**src/rtl/serial_frame_pkg.sv**
```systemverilog
// Shared definitions for the serial frame responder.
//   - state encoding of the receive / reply controller
//   - default geometry (WIDTH, WORDS, HALF, TIMEOUT)
//   - checksum_add: modular add that wraps at the given word width
package serial_frame_pkg;

   localparam int DEF_WIDTH   = 8;
   localparam int DEF_WORDS   = 2;
   localparam int DEF_HALF    = 4;
   localparam int DEF_TIMEOUT = 64;

   typedef enum logic [2:0] {
      IDLE    = 3'd0,
      RECEIVE = 3'd1,
      SETUP   = 3'd2,
      HIGH    = 3'd3,
      LOW     = 3'd4
   } state_e;

   function automatic logic [31:0] checksum_add(input logic [31:0] acc,
                                                input logic [31:0] value,
                                                input int          width);
      logic [31:0] mask;
      mask = (width >= 32) ? '1 : ((32'd1 << width) - 32'd1);
      return (acc + value) & mask;
   endfunction

endpackage

```
**src/rtl/serial_frame_responder_if.sv**
```systemverilog
// Link-side signal bundle of the serial frame responder.
//   master : the initiator / observer side (drives serialClock, serialData)
//   slave  : the responder (drives received words, status pulses, reply pair)
interface serial_frame_responder_if
   import serial_frame_pkg::*;
#(
   parameter int WIDTH = DEF_WIDTH,
   parameter int WORDS = DEF_WORDS
);
   localparam int IDX_W = (WORDS > 1) ? $clog2(WORDS) : 1;

   logic             serialClock;
   logic             serialData;
   logic [WIDTH-1:0] word;
   logic [IDX_W-1:0] index;
   logic             wordValid;
   logic             frameReady;
   logic             abort;
   logic             replyClock;
   logic             replyData;
   logic             busy;

   modport master (
      output serialClock, serialData,
      input  word, index, wordValid, frameReady, abort, replyClock, replyData, busy
   );

   modport slave (
      input  serialClock, serialData,
      output word, index, wordValid, frameReady, abort, replyClock, replyData, busy
   );

endinterface

```
**src/rtl/serial_edge_sync.sv**
```systemverilog
// Brings the asynchronous serial clock/data pair into the local domain.
//   clock, reset  : local clock, synchronous active-high reset
//   sclk, sdata   : raw serial clock and data
//   edge_pulse    : one-cycle pulse per rising edge of sclk
//   sample_bit    : synchronized data, aligned with edge_pulse
// edge_pulse is registered, so it lands three local cycles after the raw edge.
module serial_edge_sync (
   input  logic clock,
   input  logic reset,
   input  logic sclk,
   input  logic sdata,
   output logic edge_pulse,
   output logic sample_bit
);

   logic clk_s1, clk_s2, clk_prev;
   logic dat_s1, dat_s2;

   always_ff @(posedge clock) begin
      if (reset) begin
         clk_s1     <= 1'b0;
         clk_s2     <= 1'b0;
         clk_prev   <= 1'b0;
         dat_s1     <= 1'b0;
         dat_s2     <= 1'b0;
         edge_pulse <= 1'b0;
         sample_bit <= 1'b0;
      end else begin
         clk_s1     <= sclk;
         clk_s2     <= clk_s1;
         clk_prev   <= clk_s2;
         dat_s1     <= sdata;
         dat_s2     <= dat_s1;
         edge_pulse <= clk_s2 & ~clk_prev;
         sample_bit <= dat_s2;
      end
   end

endmodule

```
**src/rtl/serial_frame_responder.sv**
```systemverilog
// Responder end of the two-wire serial frame link.
//   clock, reset : local clock, synchronous active-high reset
//   bus (slave)  : serialClock/serialData in; word/index/wordValid,
//                  frameReady, abort, replyClock/replyData, busy out
// Receives WORDS words of WIDTH bits MSB first, then replies with one word
// holding their wrapped sum on replyClock/replyData.
//
// state   | meaning
// IDLE    | waiting for the first serial edge of a frame
// RECEIVE | shifting in bits, idle timer armed
// SETUP   | reply MSB on replyData, replyClock low, HALF cycles
// HIGH    | replyClock high, HALF cycles
// LOW     | replyClock low, HALF cycles; next bit set in its last cycle
module serial_frame_responder
   import serial_frame_pkg::*;
#(
   parameter int WIDTH   = DEF_WIDTH,
   parameter int WORDS   = DEF_WORDS,
   parameter int HALF    = DEF_HALF,
   parameter int TIMEOUT = DEF_TIMEOUT
) (
   input  logic                    clock,
   input  logic                    reset,
   serial_frame_responder_if.slave bus
);

   localparam int IDX_W  = (WORDS > 1) ? $clog2(WORDS) : 1;
   localparam int BIT_W  = $clog2(WIDTH + 1);
   localparam int WCNT_W = $clog2(WORDS + 1);
   localparam int TMR_W  = $clog2(HALF + 1);
   localparam int IDL_W  = $clog2(TIMEOUT + 1);

   localparam logic [2:0] S_IDLE    = 3'(IDLE);
   localparam logic [2:0] S_RECEIVE = 3'(RECEIVE);
   localparam logic [2:0] S_SETUP   = 3'(SETUP);
   localparam logic [2:0] S_HIGH    = 3'(HIGH);
   localparam logic [2:0] S_LOW     = 3'(LOW);

   logic             edge_pulse, sample_bit;
   logic [2:0]       state;
   logic [WIDTH-1:0] shift, checksum, tx_shift;
   logic [BIT_W-1:0] bit_cnt, tx_cnt;
   logic [WCNT_W-1:0] word_cnt;
   logic [IDL_W-1:0] idle_cnt;
   logic [TMR_W-1:0] timer;

   logic [WIDTH-1:0] shift_next, csum_base, csum_next, tx_next;
   logic             accept, word_done, frame_done, last_bit, load_bit;

   serial_edge_sync u_sync (
      .clock      (clock),
      .reset      (reset),
      .sclk       (bus.serialClock),
      .sdata      (bus.serialData),
      .edge_pulse (edge_pulse),
      .sample_bit (sample_bit)
   );

   always_comb begin
      shift_next = WIDTH'({shift, sample_bit});
      // the first edge of a frame starts from a cleared checksum
      csum_base  = (state == S_IDLE) ? '0 : checksum;
      csum_next  = WIDTH'(checksum_add(32'(csum_base), 32'(shift_next), WIDTH));
      accept     = edge_pulse && ((state == S_IDLE) || (state == S_RECEIVE));
      word_done  = (bit_cnt == BIT_W'(WIDTH - 1));
      frame_done = word_done && (word_cnt == WCNT_W'(WORDS - 1));
      tx_next    = tx_shift << 1;
      last_bit   = (tx_cnt == BIT_W'(WIDTH - 1));
      // next reply bit goes out in the final cycle of LOW; with HALF == 1
      // that final cycle is the first one, so it is loaded leaving HIGH
      load_bit   = !last_bit &&
                   (((state == S_HIGH) && (timer == '0) && (HALF == 1)) ||
                    ((state == S_LOW) && (timer == TMR_W'(1))));
   end

   always_ff @(posedge clock) begin
      if (reset) begin
         state          <= S_IDLE;
         shift          <= '0;
         checksum       <= '0;
         tx_shift       <= '0;
         bit_cnt        <= '0;
         tx_cnt         <= '0;
         word_cnt       <= '0;
         idle_cnt       <= '0;
         timer          <= '0;
         bus.word       <= '0;
         bus.index      <= '0;
         bus.wordValid  <= 1'b0;
         bus.frameReady <= 1'b0;
         bus.abort      <= 1'b0;
         bus.replyClock <= 1'b0;
         bus.replyData  <= 1'b0;
         bus.busy       <= 1'b0;
      end else begin
         bus.wordValid  <= 1'b0;
         bus.frameReady <= 1'b0;
         bus.abort      <= 1'b0;

         case (state)
            S_IDLE, S_RECEIVE: begin
               if (accept) begin
                  state    <= S_RECEIVE;
                  idle_cnt <= IDL_W'(TIMEOUT - 1);
                  if (word_done) begin
                     shift         <= '0;
                     bit_cnt       <= '0;
                     checksum      <= csum_next;
                     bus.word      <= shift_next;
                     bus.index     <= IDX_W'(word_cnt);
                     bus.wordValid <= 1'b1;
                     if (frame_done) begin
                        state          <= S_SETUP;
                        word_cnt       <= '0;
                        timer          <= TMR_W'(HALF - 1);
                        tx_shift       <= csum_next;
                        tx_cnt         <= '0;
                        bus.frameReady <= 1'b1;
                        bus.replyData  <= csum_next[WIDTH-1];
                        bus.replyClock <= 1'b0;
                        bus.busy       <= 1'b1;
                     end else begin
                        word_cnt <= word_cnt + 1'b1;
                     end
                  end else begin
                     shift    <= shift_next;
                     bit_cnt  <= bit_cnt + 1'b1;
                     checksum <= csum_base;
                  end
               end else if (state == S_RECEIVE) begin
                  if (idle_cnt == '0) begin
                     state     <= S_IDLE;
                     shift     <= '0;
                     bit_cnt   <= '0;
                     word_cnt  <= '0;
                     checksum  <= '0;
                     bus.abort <= 1'b1;
                  end else begin
                     idle_cnt <= idle_cnt - 1'b1;
                  end
               end
            end

            S_SETUP: begin
               if (timer == '0) begin
                  state          <= S_HIGH;
                  timer          <= TMR_W'(HALF - 1);
                  bus.replyClock <= 1'b1;
               end else begin
                  timer <= timer - 1'b1;
               end
            end

            S_HIGH: begin
               if (timer == '0) begin
                  state          <= S_LOW;
                  timer          <= TMR_W'(HALF - 1);
                  bus.replyClock <= 1'b0;
               end else begin
                  timer <= timer - 1'b1;
               end
            end

            S_LOW: begin
               if (timer == '0) begin
                  if (last_bit) begin
                     state         <= S_IDLE;
                     tx_cnt        <= '0;
                     bus.busy      <= 1'b0;
                     bus.replyData <= 1'b0;
                  end else begin
                     state          <= S_HIGH;
                     timer          <= TMR_W'(HALF - 1);
                     tx_cnt         <= tx_cnt + 1'b1;
                     bus.replyClock <= 1'b1;
                  end
               end else begin
                  timer <= timer - 1'b1;
               end
            end

            default: state <= S_IDLE;
         endcase

         if (load_bit) begin
            tx_shift      <= tx_next;
            bus.replyData <= tx_next[WIDTH-1];
         end
      end
   end

endmodule

```
**src/flat_wrapper.sv**
```systemverilog
// flat-port wrapper written by rule: the top's interface ports become plain ports
module serial_frame_responder_flat import serial_frame_pkg::*;
#(
   parameter int WIDTH   = DEF_WIDTH,
   parameter int WORDS   = DEF_WORDS,
   parameter int HALF    = DEF_HALF,
   parameter int TIMEOUT = DEF_TIMEOUT
)
  (clock, reset, bus_serialClock, bus_serialData, bus_word, bus_index, bus_wordValid, bus_frameReady, bus_abort, bus_replyClock, bus_replyData, bus_busy);
  serial_frame_responder_if #(.WIDTH(WIDTH), .WORDS(WORDS)) bus_i ();
  input  logic clock;
  input  logic reset;
  input wire logic [$bits(bus_i.serialClock)-1:0] bus_serialClock;
  input wire logic [$bits(bus_i.serialData)-1:0] bus_serialData;
  output wire logic [$bits(bus_i.word)-1:0] bus_word;
  output wire logic [$bits(bus_i.index)-1:0] bus_index;
  output wire logic [$bits(bus_i.wordValid)-1:0] bus_wordValid;
  output wire logic [$bits(bus_i.frameReady)-1:0] bus_frameReady;
  output wire logic [$bits(bus_i.abort)-1:0] bus_abort;
  output wire logic [$bits(bus_i.replyClock)-1:0] bus_replyClock;
  output wire logic [$bits(bus_i.replyData)-1:0] bus_replyData;
  output wire logic [$bits(bus_i.busy)-1:0] bus_busy;
  assign bus_i.serialClock = bus_serialClock;
  assign bus_i.serialData = bus_serialData;
  assign bus_word = bus_i.word;
  assign bus_index = bus_i.index;
  assign bus_wordValid = bus_i.wordValid;
  assign bus_frameReady = bus_i.frameReady;
  assign bus_abort = bus_i.abort;
  assign bus_replyClock = bus_i.replyClock;
  assign bus_replyData = bus_i.replyData;
  assign bus_busy = bus_i.busy;
  serial_frame_responder #(.WIDTH(WIDTH), .WORDS(WORDS), .HALF(HALF), .TIMEOUT(TIMEOUT)) u_core (.clock(clock), .reset(reset), .bus(bus_i));
endmodule
```
**config.mk**
```make
export PLATFORM = sky130hd
export DESIGN_NAME = serial_frame_responder_flat
export DESIGN_NICKNAME = d
export VERILOG_FILES = /design/src/rtl/serial_frame_pkg.sv /design/src/rtl/serial_frame_responder_if.sv /design/src/rtl/serial_edge_sync.sv /design/src/rtl/serial_frame_responder.sv /design/src/flat_wrapper.sv
export SDC_FILE = /design/constraint.sdc
export NUM_CORES = 1
export LEC_CHECK = 0
export CORE_ASPECT_RATIO = 0.75
export CORE_MARGIN = 2
export CORE_UTILIZATION = 50
export DETAILED_ROUTE_END_ITERATION = 8
export PLACE_DENSITY = 0.69
export SLEW_MARGIN = 10
export SYNTH_ARGS = -nofsm -noshare
export SYNTH_HDL_FRONTEND = slang
export SYNTH_HIERARCHICAL = 1
export SYNTH_SLANG_ARGS = --single-unit
```
**constraint.sdc**
```tcl
create_clock -name clock -period 3.15 [get_ports clock]
set_input_delay 0.63 -clock clock [delete_from_list [all_inputs] [get_ports clock]]
set_output_delay 0.63 -clock clock [all_outputs]
set_load 0.005 [all_outputs]
```
==> results.sh <==
export IMPL_ctsResizeCount=0
export IMPL_antenna_cells=0
export IMPL_multiInputGateArea_sq_um=1890
export IMPL_clk_pin_slew_ns=0.08
export IMPL_ioPinCount=19
export IMPL_initial_core_util_pct=52.7
export IMPL_grt_pass1_vias=2610
export IMPL_yosysSeqAreaShare_pct=39.7
export IMPL_rows=25
export IMPL_drive_gt1_share_pct=9.70
export IMPL_critPathArrivalTime_ns=2.94
export IMPL_synthesis_area_sq_um=3380
export IMPL_max_freq_mhz=374
export IMPL_dr_pass1_iters=4
export IMPL_port_buffers=18
export IMPL_rrSetupSlack_ns=0.48
export IMPL_nFillCells=574
export IMPL_worstSetupStartpoint="u_core/state[0]"
export IMPL_cts_sinks=67
export IMPL_fin_crit_ns=2.67
export IMPL_outcome="completed"
export IMPL_clock_latency_ns=0.36
export IMPL_clk_path_buf_depth=2
export IMPL_synth_edf_count=0
export IMPL_synthArstFlopShare_pct=0
export IMPL_worstSetupPathType="reg2reg"
export IMPL_synth_area_per_cell_sq_um=8.88
export IMPL_grt_overflow=0
export IMPL_drtIter0Drc=157
export IMPL_hold_viol=0
export IMPL_viasPerCell=5.76
export IMPL_place_congestion=0.837
export IMPL_worstSetupEndpointType="flop"
export IMPL_grt_max_degree=30
export IMPL_dp_hpwl_mm=5.17
export IMPL_crit_path_start_kind="flop"
export IMPL_antenna_found_initial=0
export IMPL_die_w_microns=99.0
export IMPL_total_power_w=0.00180
export IMPL_htreeDepth=3
export IMPL_rsz0062_at_grt="no"
export IMPL_setup_ws_ns=0.478
export IMPL_syn_nets=398
export IMPL_vias=2784
export IMPL_area_growth_pct=14.1
export IMPL_p_leak_nw=1.38
export IMPL_core_sq_um=6410
export IMPL_remaining_drc_errors=0
export IMPL_cp_required_ns=3.42
export IMPL_relSlewSlack_pct=54.2
export IMPL_ys_warn_count=6
export IMPL_ys_seq_elements=67
export IMPL_reg2reg_from="u_core/state[0]"
export IMPL_holdBufCountCts=0
export IMPL_instances_no_fill=483
export IMPL_cts_made_buffers=9
export IMPL_yosysUniqueCellTypes=72
export IMPL_seqCellArea_sq_um=1340
export IMPL_crit_fanout=12
export IMPL_fin_skew_ns=0.00709
export IMPL_syn_inst=381
export IMPL_final_setup_tns_ns=0
export IMPL_die_h_microns=75.2
export IMPL_slew_violations=0
export IMPL_power_density_nw_per_um2=468
export IMPL_design_die_area_sq_um=7440
export IMPL_r2r_cells=8
export IMPL_setup_viol=0
export IMPL_max_cap_viol_count=0
export IMPL_cp_endpoint="u_core/bus.replyData"
export IMPL_dp_cells=467
export IMPL_final_util_pct=60.2
export IMPL_hp_class="reg2reg"
export IMPL_wl_per_cell_microns=15.5
export IMPL_fin_nets=414
export IMPL_r2r_end="u_core/bus.replyData"
export IMPL_cts_setup_buffers=0
export IMPL_cts_tree="yes"
export IMPL_wirelength_mm=7.50
export IMPL_track_usage_pct=21.4
export IMPL_final_antenna_net_count=0
export IMPL_root_buffer="clkbuf_8"
export IMPL_dp_slack_ns=0.572
export IMPL_synthFlopType="dfxtp_1"
export IMPL_grt_pass1_wl_mm=12.5
export IMPL_irDropWorstVdd_v=0.000332
export IMPL_finalCritPeriodShare_pct=84.8
export IMPL_worstMarginPinSlew_ns=0.685
==> routing by layer <==
metal  GRT usage [%]  up-vias  part of all wire (%)  wire length [microns]
met5               0        -                     0                      0
met4            8.68        0                   1.6                    120
met3            5.29       10                   5.8                    438
met2            33.2       62                    43                   3200
met1            28.9     1294                    50                   3750
li1                -     1418                     -                      -
==> cell usage in the layout (no fill, tap or decap), types with 6 or more instances in the layout <==
master	count
ha_1	12
dfxtp_1	67
clkbuf_8	9
xor2_1	8
nor2b_1	12
a22o_1	9
nand2_1	32
inv_1	17
clkdlybuf4s50_1	17
nor3_1	9
a22oi_1	7
and2_1	6
o21ai_0	10
nor2_1	32
xnor2_1	8
nand3_1	10
a21oi_1	29
==> sequential cells by signal (all words and copies together), names as in the netlist, 2 cells and up <==
signal           count
u_core/bit_cnt       4
u_core/bus.word      8
u_core/checksum      8
u_core/idle_cnt      7
u_core/shift         7
u_core/state         3
u_core/timer         3
u_core/tx_cnt        4
u_core/tx_shift      7
u_core/word_cnt      2
==> final cells by class <==
class	count	share of cell area, %
tap	81	2.63
multi-input combinational	279	49.0
clock buffer	9	3.21
sequential	67	34.8
inverter	17	1.65
clock inverter	7	3.24
timing repair buffer	23	5.51
==> stage by stage <==
stage	cell area, sq um	hold slack (ns)
6_report	3860	0.400
5_1_grt	3860	0.411
4_1_cts	3860	0.404
3_5_place_dp	3610	0.396
3_3_place_gp	3610	0.392
2_1_floorplan	3380	0.387
==> Yosys cell counts, drive strengths merged, types with 4 or more instances <==
cell | number | area [sq um]
xnor2 | 8 | 70.1
and3 | 5 | 31.3
o2111ai | 5 | 50.0
o211ai | 5 | 37.5
a22o | 9 | 78.8
dfxtp | 67 | 1340
a211oi | 4 | 30.0
nor2 | 33 | 131
a22oi | 7 | 52.6
nand4 | 4 | 25.0
o21ai | 11 | 58.8
o31a | 4 | 36.3
nand3b | 4 | 30.0
xor2 | 8 | 70.1
nor2b | 12 | 75.1
and2 | 6 | 37.5
clkbuf | 12 | 45.0
nand2 | 33 | 126
nor3 | 12 | 81.3
buf | 6 | 41.3
a21oi | 29 | 145
inv | 17 | 63.8
ha | 12 | 150
nand3 | 11 | 60.1
or3 | 4 | 30.0
==> logic make-up (layout without fill, tap and decap cells) <==
kind of cell	after synthesis	after routing	synth area share (%)
AND/OR/NAND/NOR	144	144	24.2
adder cells (fa/ha/maj)	15	15	5.73
XOR/XNOR	16	16	4.14
AO/OA/AOI/OAI	103	103	21.5
buffers and inverters	35	56	4.44
flip-flops	67	67	39.7
multiplexers	1	1	0.296
==> how the worst min path moves through the flow <==
stage,endpoint,startpoint,slack (ns),cells after the start
floorplan,u_core/u_sync/edge_pulse,u_core/u_sync/clk_prev,0.39,1
global placement,u_core/u_sync/edge_pulse,u_core/u_sync/clk_prev,0.39,1
detailed placement,u_core/u_sync/edge_pulse,u_core/u_sync/clk_prev,0.40,1
CTS,u_core/u_sync/edge_pulse,u_core/u_sync/clk_prev,0.40,1
global route,u_core/u_sync/edge_pulse,u_core/u_sync/clk_prev,0.41,1
finish,u_core/u_sync/edge_pulse,u_core/u_sync/clk_prev,0.40,1
==> report_power, final <==
group / leakage (nW) / switching, W / internal, W
Combinational: 0.718 / 0.0000361 / 0.0000221
Clock: 0.124 / 0.000350 / 0.000532
Sequential: 0.541 / 0.00000835 / 0.000855
Total: 1.38 / 0.000395 / 0.00141
==> critical path, cell delays in order, from the launching register on <==
cell and delay, ns:
dfxtp_1 0.31, or3_4 0.45, and2_1 0.20, ha_1 0.28, a21o_1 0.13, maj3_4 0.20
or4b_4 0.49, a2111o_1 0.40, o211ai_1 0.13
Note: power is estimated with default switching activity, not from simulation.
